==> src/rtl/wb_arbiter_rr.sv <==
// -----------------------------------------------------------------------------
// wb_arbiter_rr
//
// Round-robin Wishbone arbiter that shares one slave port between NUM_MASTERS
// masters. Ownership is granted for a whole bus cycle (cyc high), including
// bursts and strobe gaps. The master that owned the bus last gets the lowest
// priority in the next arbitration.
//
// Optional feature (macro WB_ARBITER_RR_WATCHDOG_EN): a bus watchdog that
// terminates a strobe left unanswered for TIMEOUT cycles. The owner gets a
// one-cycle err and the slave sees cyc dropped until the owner releases the bus.
//
// Parameters:
//   NUM_MASTERS  number of masters (2..8)
//   AW / DW      address / data width, sel width is DW/8
//   TIMEOUT      unanswered strobe cycles before forced termination (1..65535)
//
// Ports:
//   wb_clk_i, wb_rst_n_i      clock, asynchronous active-low reset
//   wbm_*_i                   packed master requests, master 0 in the LSBs
//   wbm_dat_o                 read data broadcast to all masters
//   wbm_ack_o/err_o/rty_o     per-master responses, only the owner sees them
//   wbs_*_o / wbs_*_i         shared slave request / response
//   grant_o                   one-hot current owner, 0 when idle
//   timeout_o                 one-cycle pulse on watchdog expiry
// -----------------------------------------------------------------------------
module wb_arbiter_rr #(
  parameter int NUM_MASTERS = 3,
  parameter int AW          = 32,
  parameter int DW          = 32,
  parameter int TIMEOUT     = 255
) (
  input  logic                        wb_clk_i,
  input  logic                        wb_rst_n_i,
  input  logic [NUM_MASTERS*AW-1:0]   wbm_adr_i,
  input  logic [NUM_MASTERS*DW-1:0]   wbm_dat_i,
  input  logic [NUM_MASTERS*DW/8-1:0] wbm_sel_i,
  input  logic [NUM_MASTERS-1:0]      wbm_we_i,
  input  logic [NUM_MASTERS-1:0]      wbm_cyc_i,
  input  logic [NUM_MASTERS-1:0]      wbm_stb_i,
  input  logic [NUM_MASTERS*3-1:0]    wbm_cti_i,
  input  logic [NUM_MASTERS*2-1:0]    wbm_bte_i,
  output logic [DW-1:0]               wbm_dat_o,
  output logic [NUM_MASTERS-1:0]      wbm_ack_o,
  output logic [NUM_MASTERS-1:0]      wbm_err_o,
  output logic [NUM_MASTERS-1:0]      wbm_rty_o,
  output logic [AW-1:0]               wbs_adr_o,
  output logic [DW-1:0]               wbs_dat_o,
  output logic [DW/8-1:0]             wbs_sel_o,
  output logic                        wbs_we_o,
  output logic                        wbs_cyc_o,
  output logic                        wbs_stb_o,
  output logic [2:0]                  wbs_cti_o,
  output logic [1:0]                  wbs_bte_o,
  input  logic [DW-1:0]               wbs_dat_i,
  input  logic                        wbs_ack_i,
  input  logic                        wbs_err_i,
  input  logic                        wbs_rty_i,
  output logic [NUM_MASTERS-1:0]      grant_o,
  output logic                        timeout_o
);

  localparam int IW = $clog2(NUM_MASTERS);
  localparam int SW = DW / 8;
  localparam logic [IW-1:0]          LAST_RST = IW'(NUM_MASTERS - 1);
  localparam logic [NUM_MASTERS-1:0] ONE_HOT0 = {{(NUM_MASTERS-1){1'b0}}, 1'b1};

  typedef enum logic [1:0] {
    ST_IDLE = 2'd0,
    ST_BUSY = 2'd1
`ifdef WB_ARBITER_RR_WATCHDOG_EN
    ,
    ST_TERM = 2'd2
`endif
  } state_t;

  state_t                 state_r, state_n;
  logic [IW-1:0]          owner_r, owner_n;
  logic [IW-1:0]          last_r, last_n;
  logic [NUM_MASTERS-1:0] grant_r, grant_n;

  logic [IW-1:0]          pick_s;
  logic [IW-1:0]          cand_s;
  logic                   any_req_s;
  logic                   busy_s;
  logic                   resp_s;
  logic                   expire_s;

  logic [AW-1:0]          own_adr_s;
  logic [DW-1:0]          own_dat_s;
  logic [SW-1:0]          own_sel_s;
  logic                   own_we_s;
  logic                   own_cyc_s;
  logic                   own_stb_s;
  logic [2:0]             own_cti_s;
  logic [1:0]             own_bte_s;
  logic                   stb_req_s;

  assign any_req_s = |wbm_cyc_i;
  assign busy_s    = (state_r == ST_BUSY);
  assign resp_s    = wbs_ack_i | wbs_err_i | wbs_rty_i;
  assign stb_req_s = own_cyc_s & own_stb_s;
  assign grant_o   = grant_r;
  assign wbm_dat_o = wbs_dat_i;

  // Round-robin pick: scan downward from the farthest candidate so the
  // requester closest after last_r is written last and wins.
  always_comb begin
    pick_s = last_r;
    cand_s = {IW{1'b0}};
    for (int k = NUM_MASTERS; k >= 1; k--) begin
      cand_s = IW'((int'(last_r) + k) % NUM_MASTERS);
      pick_s = wbm_cyc_i[cand_s] ? cand_s : pick_s;
    end
  end

  // Owner request mux, AND-OR selected by the one-hot grant register.
  always_comb begin
    own_adr_s = {AW{1'b0}};
    own_dat_s = {DW{1'b0}};
    own_sel_s = {SW{1'b0}};
    own_we_s  = 1'b0;
    own_cyc_s = |(wbm_cyc_i & grant_r);
    own_stb_s = |(wbm_stb_i & grant_r);
    own_cti_s = 3'b000;
    own_bte_s = 2'b00;
    for (int i = 0; i < NUM_MASTERS; i++) begin
      own_adr_s = own_adr_s | ({AW{grant_r[i]}} & wbm_adr_i[i*AW +: AW]);
      own_dat_s = own_dat_s | ({DW{grant_r[i]}} & wbm_dat_i[i*DW +: DW]);
      own_sel_s = own_sel_s | ({SW{grant_r[i]}} & wbm_sel_i[i*SW +: SW]);
      own_we_s  = own_we_s  | (grant_r[i] & wbm_we_i[i]);
      own_cti_s = own_cti_s | ({3{grant_r[i]}} & wbm_cti_i[i*3 +: 3]);
      own_bte_s = own_bte_s | ({2{grant_r[i]}} & wbm_bte_i[i*2 +: 2]);
    end
  end

`ifdef WB_ARBITER_RR_WATCHDOG_EN
  localparam logic [15:0] WD_LIMIT = 16'(TIMEOUT - 1);
  logic [15:0] wd_cnt_r;

  // Watchdog counter: counts consecutive unanswered strobe cycles of the owner.
  always_ff @(posedge wb_clk_i or negedge wb_rst_n_i) begin
    if (!wb_rst_n_i) begin
      wd_cnt_r <= 16'd0;
    end else if (!busy_s || !stb_req_s || resp_s) begin
      wd_cnt_r <= 16'd0;
    end else begin
      wd_cnt_r <= wd_cnt_r + 16'd1;
    end
  end

  // A slave response in the expiry cycle takes precedence over the timeout.
  assign expire_s  = busy_s & stb_req_s & ~resp_s & (wd_cnt_r == WD_LIMIT);
  assign timeout_o = expire_s;
`else
  assign expire_s  = 1'b0;
  assign timeout_o = 1'b0;
`endif

  // Arbitration state register.
  always_ff @(posedge wb_clk_i or negedge wb_rst_n_i) begin
    if (!wb_rst_n_i) begin
      state_r <= ST_IDLE;
      owner_r <= {IW{1'b0}};
      last_r  <= LAST_RST;
      grant_r <= {NUM_MASTERS{1'b0}};
    end else begin
      state_r <= state_n;
      owner_r <= owner_n;
      last_r  <= last_n;
      grant_r <= grant_n;
    end
  end

  // Next-state logic: grant in IDLE, hold for the whole cycle, release on cyc low.
  always_comb begin
    state_n = state_r;
    owner_n = owner_r;
    last_n  = last_r;
    grant_n = grant_r;
    case (state_r)
      ST_IDLE: begin
        if (any_req_s) begin
          state_n = ST_BUSY;
          owner_n = pick_s;
          grant_n = ONE_HOT0 << pick_s;
        end else begin
          grant_n = {NUM_MASTERS{1'b0}};
        end
      end
      ST_BUSY: begin
        if (!own_cyc_s) begin
          state_n = ST_IDLE;
          last_n  = owner_r;
          grant_n = {NUM_MASTERS{1'b0}};
        end else if (expire_s) begin
`ifdef WB_ARBITER_RR_WATCHDOG_EN
          state_n = ST_TERM;
`else
          state_n = ST_BUSY;
`endif
        end else begin
          state_n = ST_BUSY;
        end
      end
`ifdef WB_ARBITER_RR_WATCHDOG_EN
      ST_TERM: begin
        if (!own_cyc_s) begin
          state_n = ST_IDLE;
          last_n  = owner_r;
          grant_n = {NUM_MASTERS{1'b0}};
        end else begin
          state_n = ST_TERM;
        end
      end
`endif
      default: begin
        state_n = ST_IDLE;
        grant_n = {NUM_MASTERS{1'b0}};
      end
    endcase
  end

  // Slave request and master responses; everything is quiet outside BUSY.
  always_comb begin
    wbs_adr_o = {AW{1'b0}};
    wbs_dat_o = {DW{1'b0}};
    wbs_sel_o = {SW{1'b0}};
    wbs_we_o  = 1'b0;
    wbs_cyc_o = 1'b0;
    wbs_stb_o = 1'b0;
    wbs_cti_o = 3'b000;
    wbs_bte_o = 2'b00;
    wbm_ack_o = {NUM_MASTERS{1'b0}};
    wbm_err_o = {NUM_MASTERS{1'b0}};
    wbm_rty_o = {NUM_MASTERS{1'b0}};
    if (busy_s) begin
      wbs_adr_o = own_adr_s;
      wbs_dat_o = own_dat_s;
      wbs_sel_o = own_sel_s;
      wbs_we_o  = own_we_s;
      wbs_cyc_o = own_cyc_s;
      wbs_stb_o = stb_req_s;
      wbs_cti_o = own_cti_s;
      wbs_bte_o = own_bte_s;
      wbm_ack_o = grant_r & {NUM_MASTERS{wbs_ack_i}};
      wbm_err_o = grant_r & {NUM_MASTERS{wbs_err_i | expire_s}};
      wbm_rty_o = grant_r & {NUM_MASTERS{wbs_rty_i}};
    end else begin
      wbm_ack_o = {NUM_MASTERS{1'b0}};
    end
  end

endmodule
==> config.mk <==
export PLATFORM = sky130hd
export DESIGN_NAME = wb_arbiter_rr
export DESIGN_NICKNAME = d
export VERILOG_FILES = /design/src/rtl/wb_arbiter_rr.sv
export SDC_FILE = /design/constraint.sdc
export NUM_CORES = 1
export LEC_CHECK = 0
export BUFFER_PORTS_ARGS = -buffer_cell sky130_fd_sc_hd__buf_2
export CORE_AREA = 2 2 150 152
export CTS_CLUSTER_DIAMETER = 100
export DETAILED_ROUTE_END_ITERATION = 10
export DIE_AREA = 0 0 152 154
export GPL_TIMING_DRIVEN = 0
export PLACE_DENSITY = 0.42
export SLEW_MARGIN = 20
export SYNTH_ARGS = -nofsm -noshare
export SYNTH_HDL_FRONTEND = slang
export SYNTH_SLANG_ARGS = --single-unit
==> constraint.sdc <==
create_clock -name wb_clk_i -period 2.3 [get_ports wb_clk_i]
set_input_delay 0.115 -clock wb_clk_i [delete_from_list [all_inputs] [get_ports wb_clk_i]]
set_output_delay 0.115 -clock wb_clk_i [all_outputs]
set_load 0.02 [all_outputs]
==> results of run 1 <==
==> path summary, 6_finish.rpt <==
path / startpoint / to / slack, ns
worst max-delay path: last_r[0]$_DFFE_PN0P_ / grant_o[0]$_DFFE_PN0N_ / 0.15
worst min-delay path: wb_rst_n_i / owner_r[1]$_DFFE_PN0P_ / 0.26
worst max register to register: last_r[0]$_DFFE_PN0P_ / grant_o[0]$_DFFE_PN0N_ / 0.15
worst min register to register: owner_r[1]$_DFFE_PN0P_ / owner_r[1]$_DFFE_PN0P_ / 0.47
max in group asynchronous: wb_rst_n_i / last_r[1]$_DFFE_PN1P_ / 1.79
min in group wb_clk_i: wbm_cyc_i[0] / grant_o[1]$_DFFE_PN0N_ / 0.32
==> placed cells by master (no fill, tap or decap) <==
master / netlist / final
mux2i_1: 1 / 1
or2_1: 1 / 1
ha_1: 4 / 4
clkbuf_16: 0 / 3
dlygate4sd3_1: 0 / 1
nand3_1: 1 / 1
a21oi_1: 5 / 5
clkbuf_4: 0 / 2
clkbuf_1: 34 / 29
and3_1: 10 / 10
a32o_1: 2 / 2
o21ai_0: 3 / 3
buf_2: 2 / 353
nor3_1: 1 / 1
a2111oi_2: 1 / 1
o22ai_1: 2 / 1
dfrtp_1: 7 / 7
clkbuf_2: 0 / 3
o22ai_2: 0 / 1
nand2b_1: 3 / 3
diode_2: 0 / 2
a222oi_1: 76 / 76
and2_1: 1 / 1
inv_1: 5 / 5
buf_6: 1 / 1
nand2_1: 6 / 6
a221o_1: 1 / 1
dfstp_2: 1 / 1
o2bb2ai_1: 1 / 1
conb_1: 1 / 1
inv_2: 1 / 1
nor2_1: 3 / 3
nor2b_1: 74 / 74
o32ai_2: 1 / 1
mux2_1: 3 / 3
buf_4: 33 / 33
==> sequential cells by signal (all words and copies together), names as in the netlist <==
signal,cells
owner_r,2
grant_o,3
state_r,1
last_r,2
==> through the flow <==
step | util | area [µm²] | hold WS [ns]
2_1_floorplan | - | 2200 | -0.181
3_3_place_gp | 0.199 | 4310 | -0.0257
3_5_place_dp | 0.199 | 4310 | -0.0271
4_1_cts | 0.203 | 4400 | 0.261
5_1_grt | 0.204 | 4410 | 0.274
6_report | 0.204 | 4420 | 0.264
==> layer usage <==
metal / part of all wire / vias to the layer above / global-route usage / routed length [µm]
li1: - / 1848 / - / -
met1: 0.41 / 1879 / 0.147 / 6450
met2: 0.52 / 252 / 0.228 / 8180
met3: 0.070 / 10 / 0.0192 / 1100
met4: 0.0069 / 2 / 0.0191 / 109
met5: 0.00082 / - / 0 / 13
==> cell usage after synthesis <==
cell type	number	area share
mux2i_1	1	0.0045
o22ai_1	2	0.0057
nor3_1	1	0.0023
nor2_1	3	0.0051
o21ai_0	3	0.0068
a222oi_1	76	0.35
inv_1	5	0.0085
o2bb2ai_1	1	0.0040
a221o_1	1	0.0045
conb_1	1	0.0017
nor2b_1	74	0.21
clkbuf_1	34	0.058
nand2_1	6	0.010
buf_4	33	0.11
a2111oi_2	1	0.0068
mux2_1	3	0.015
and3_1	10	0.028
inv_2	1	0.0017
dfrtp_1	7	0.080
nand2b_1	3	0.0085
nand3_1	1	0.0023
and2_1	1	0.0028
or2_1	1	0.0028
buf_6	1	0.0051
buf_2	2	0.0045
a32o_1	2	0.0091
a21oi_1	5	0.011
dfstp_2	1	0.012
ha_1	4	0.023
o32ai_2	1	0.0074
==> kinds of logic after synthesis <==
family | share of synthesized area
flip-flops | 0.0915
AO/OA/AOI/OAI | 0.401
other | 0.00170
AND/OR/NAND/NOR | 0.273
adder cells (fa/ha/maj) | 0.0227
buffers and inverters | 0.190
multiplexers | 0.0199
==> worst reg2reg max path, delay by kind of cell, from the launching register on <==
kind / cells / cell delay [ns]
compound gates: 4 / 1.01
fa+ha+maj: 1 / 0.37
buf+inv: 2 / 0.21
flops: 1 / 0.44
==> cell type report <==
cell class,count,share of cell area
repair buffers,353,0.401
multi-input cells,201,0.359
plain buffers,68,0.0904
well taps,280,0.0793
flip-flops and latches,8,0.0456
clock buffers,4,0.0178
inverters,6,0.00510
diodes,2,0.00113
==> power by group through the flow <==
stage                     Sequential [mW]  Clock (mW)  Combinational (mW)
after global routing                0.267       0.319                4.10
after global placement              0.258           0                3.86
after detailed placement            0.259           0                3.82
after floorplan                     0.265           0                2.40
after CTS                           0.258       0.309                3.81
final                               0.255       0.304                3.77
==> timing repair <==
| action | 4_1_cts | 5_1_grt |
|---|---|---|
| setup endpoints to repair | 25 | 5 |
| endpoints found under the hold margin | 8 | 0 |
| hold buffers | 1 | 0 |
| resized for setup | 5 | 2 |
==> results.yml, run 1 <==
grt:
  grt_pass1_vias: 3911
  grt_max_degree: 20
  grt_pass1_wl_um: 22500
  track_usage: 0.121
  antenna_found_initial: 2
  grt_overflow: 0
power:
  clock_power_share: 0.070
  swShare: 0.564
  power_frac_seq: 0.059
  power_mw: 4.33
  p_leak_nw: 2.33
  ir_drop_v: 0.000394
  internal_power_mw: 1.89
  p_switching_mw: 2.44
  p_per_area_mw_per_mm2: 980
  combPwrFrac: 0.871
clock_tree:
  clk_pin_slew_ns: 0.04
  clock_path_buffers: 2
  cts-root-buf: "clkbuf_16"
  tritoncts: "yes"
  postCtsSetupRepairBufs: 0
  h-tree-depth: 1
  clk_latency_ns: 0.23
  cts_sinks: 8
  cts_buffers: 3
floorplan:
  ios: 386
  start_util: 0.102
  core_mm2: 0.0217
  die_h_um: 154
  fp.dieArea_mm2: 0.0234
  fp.dieW_um: 152
  rows: 54
final_layout:
  fin_cells: 922
  syn_to_final_growth_pct: 101
  fin_nets: 910
  ff_latch_area_um2: 201
  multiInputGateArea_mm2: 0.00159
  fillerInstances: 2494
  drive_gt1_frac: 0.625
yosys:
  synth_cell_types: 30
  synthCells: 285
  ys_ff_latch: 8
  syn-num-nets: 554
  syn_avg_cell_area_um2: 7.73
  yosysWarningCount: 0
  seq_area_frac_synth: 0.0915
  synth_area_mm2: 0.00220
worst_setup_path:
  crit_cells: 7
  path_cells: "inv_1 > ha_1 > inv_1 > o22ai_1 > a2111oi_2 > o22ai_2 > a32o_1"
  worst-setup-path-type: "register to register"
  cp.required_ns: 2.41
  ff2ff_path_depth: 7
  critPathTopFamily: "compound AO/OA/AOI/OAI gates"
  cp_num_buf_inv: 2
  cp.arrival_ns: 2.26
  cp_common_cell: "inv_1"
  max_stage_delay_ns: 0.44
  critPathSlowestCell: "dfrtp_1"
  setup.worst_path.end_class: "register"
  cp_max_fo: 6
  critPathLaunchType: "register"
routing:
  ant_nets: 0
  route.detailed.drc: 0
  wl_per_cell_um: 17.2
  firstDrtPassIters: 9
  vias: 3991
  viasPerCell: 4.33
  routed_wl_um: 15900
  drt_iter0_markers: 451
sta:
  finalCritPeriodShare: 0.934
  fmax_mhz: 465
  period_needed_ns: 2.15
  drv_slew: 0
  hold_viol: 0
  fin_skew_ns: 0.00382
  setup_ws_ns: 0.151
  finalSetupViolations: 0
  tightest_slew_ns: 0.612
  slew_headroom: 0.592
  rsz0062_at_grt: "no"
  setup_tns_ns: 0
status:
  status: "complete, no violations"
place:
  place_ws_ns: -0.235
  gp_congestion: 0.781
  numPortBuffers: 352
  dpl.hpwl_um: 13600
  dp_cells: 917
flow_run:
  cap_viol_max_count: 0
min_path:
  hp-class: "input port to asynchronous set/reset pin"
No activity file was read; power rests on OpenSTA's default activity.
==> inputs of run 2 (changes only) <==
--- a/config.mk
+++ b/config.mk
@@ -11,7 +11,6 @@
 export DETAILED_ROUTE_END_ITERATION = 10
 export DIE_AREA = 0 0 152 154
 export GPL_TIMING_DRIVEN = 0
-export PLACE_DENSITY = 0.42
 export SLEW_MARGIN = 20
 export SYNTH_ARGS = -nofsm -noshare
 export SYNTH_HDL_FRONTEND = slang
==> results.yml, run 2 (synthesis results as in run 1) <==
status:
  status: "complete, no violations"
routing:
  routed_wl_um: 15600
  drt_iter0_markers: 598
  ant_nets: 0
  firstDrtPassIters: 8
  viasPerCell: 4.33
  vias: 3995
  wl_per_cell_um: 17.0
  route.detailed.drc: 0
sta:
  slew_headroom: 0.623
  hold_slack_ns: 0.257
  setup_ws_ns: 0.156
  rsz0062_at_grt: "no"
  finalSetupViolations: 0
  fmax_mhz: 466
  hold_viol: 0
  finalCritPeriodShare: 0.932
  tightest_slew_ns: 0.565
  fin_skew_ns: 0.00382
  drv_slew: 0
  setup_tns_ns: 0
  period_needed_ns: 2.14
power:
  p_per_area_mw_per_mm2: 982
  power_mw: 4.33
  ir_drop_v: 0.000333
  p_leak_nw: 2.32
final_layout:
  fin_nets: 910
  design_area_mm2: 0.00441
  fin_cells: 922
  drive_gt1_frac: 0.623
  most-common-layout-cells: "buf_2, a222oi_1, nor2b_1"
  final_util: 0.203
  syn_to_final_growth_pct: 100
  largest_register_ffs: 3
  layout_commonest_cell: "buf_2"
clock_tree:
  clock_path_buffers: 2
  h-tree-depth: 1
  tritoncts: "yes"
  cts_sinks: 8
  clk_pin_slew_ns: 0.04
  cts-root-buf: "clkbuf_16"
  postCtsSetupRepairBufs: 0
  cts_buffers: 3
  clk_latency_ns: 0.23
grt:
  grt_pass1_vias: 3781
  track_usage: 0.120
  grt_overflow: 0
  grt_max_degree: 20
  met1_usage: 0.160
  met3_usage: 0.0214
  antenna_found_initial: 4
  busiest_layer: "met2"
  grt_pass1_wl_um: 22100
  use_met2: 0.206
worst_setup_path:
  crit_end: "wbs_dat_o[30]"
  cp-startpoint: "grant_o[0]$_DFFE_PN0N_"
  cp.required_ns: 2.18
  reg2reg_from: "last_r[0]$_DFFE_PN0P_"
  worst-setup-path-type: "register to output port"
  r2r_end: "grant_o[1]$_DFFE_PN0N_"
  critPathLaunchType: "register"
  cp.arrival_ns: 2.03
  worst-r2r-setup-slack_ns: 0.21
  cp_max_fo: 10
  setup.worst_path.end_class: "output port"
  ff2ff_path_depth: 7
place:
  dpl-instance-area_mm2: 0.00431
  dp_cells: 917
  place_ws_ns: -0.253
  gp_congestion: 0.820
  dpl.hpwl_um: 13200
  numPortBuffers: 352
floorplan:
  ios: 386
  fp.dieW_um: 152
  start_util: 0.102
  rows: 54
  die_h_um: 154
  fp.dieArea_mm2: 0.0234
  core_mm2: 0.0217
min_path:
  hp-class: "input port to asynchronous set/reset pin"
flow_run:
  cap_viol_max_count: 0
run 2: changes by cell type in the layout (fill, tap and decap cells not counted), sizes merged:
| cell | change |
|---|---|
| clkbuf | -1 |
| buf | +1 |
run 2: power breakdown:
group	internal [mW]	switching (mW)	leakage [nW]
clock	0.231	0.0697	0.0382
sequential	0.203	0.0523	0.101
combinational	1.45	2.33	2.19
run 2: final cells by class:
cell class	instances	area, µm²
Antenna cell	2	5.00
Buffer	68	397
Timing Repair Buffer	353	1770
Clock buffer	4	78.8
Inverter	6	22.5
Multi-Input combinational cell	201	1580
Fill cell	2464	17300
Tap cell	280	350
Sequential cell	8	201
run 2: per-layer routing:
metal / vias to the layer above / part of all wire
li1: 1846 / -
met1: 1870 / 0.43
met5: - / 0.0017
met2: 256 / 0.48
met4: 4 / 0.012
met3: 19 / 0.076
run 2: worst min path at each step:
stage	startpoint	to	cells past startpoint
finish	wb_rst_n_i	last_r[0]$_DFFE_PN0P_	2
global route	wb_rst_n_i	last_r[0]$_DFFE_PN0P_	2
CTS	wb_rst_n_i	last_r[0]$_DFFE_PN0P_	2
detailed placement	wb_rst_n_i	owner_r[1]$_DFFE_PN0P_	1
global placement	wb_rst_n_i	owner_r[1]$_DFFE_PN0P_	1
floorplan	wb_rst_n_i	grant_o[0]$_DFFE_PN0N_	0
run 2: worst max-delay path: stages (launching register included):
cell      delay (ns)
dfrtp_1         0.38
buf_2           0.22
clkbuf_4        0.26
clkbuf_2        0.25
a222oi_1        0.42
nor2b_1         0.08
buf_2           0.17
run 2: repair_timing:
| item | 4_1_cts | 5_1_grt |
|---|---|---|
| endpoints found under the setup margin | 33 | 0 |
| resized for setup | 5 | 0 |
| hold endpoints to repair | 8 | 0 |
| hold buffers | 1 | 0 |
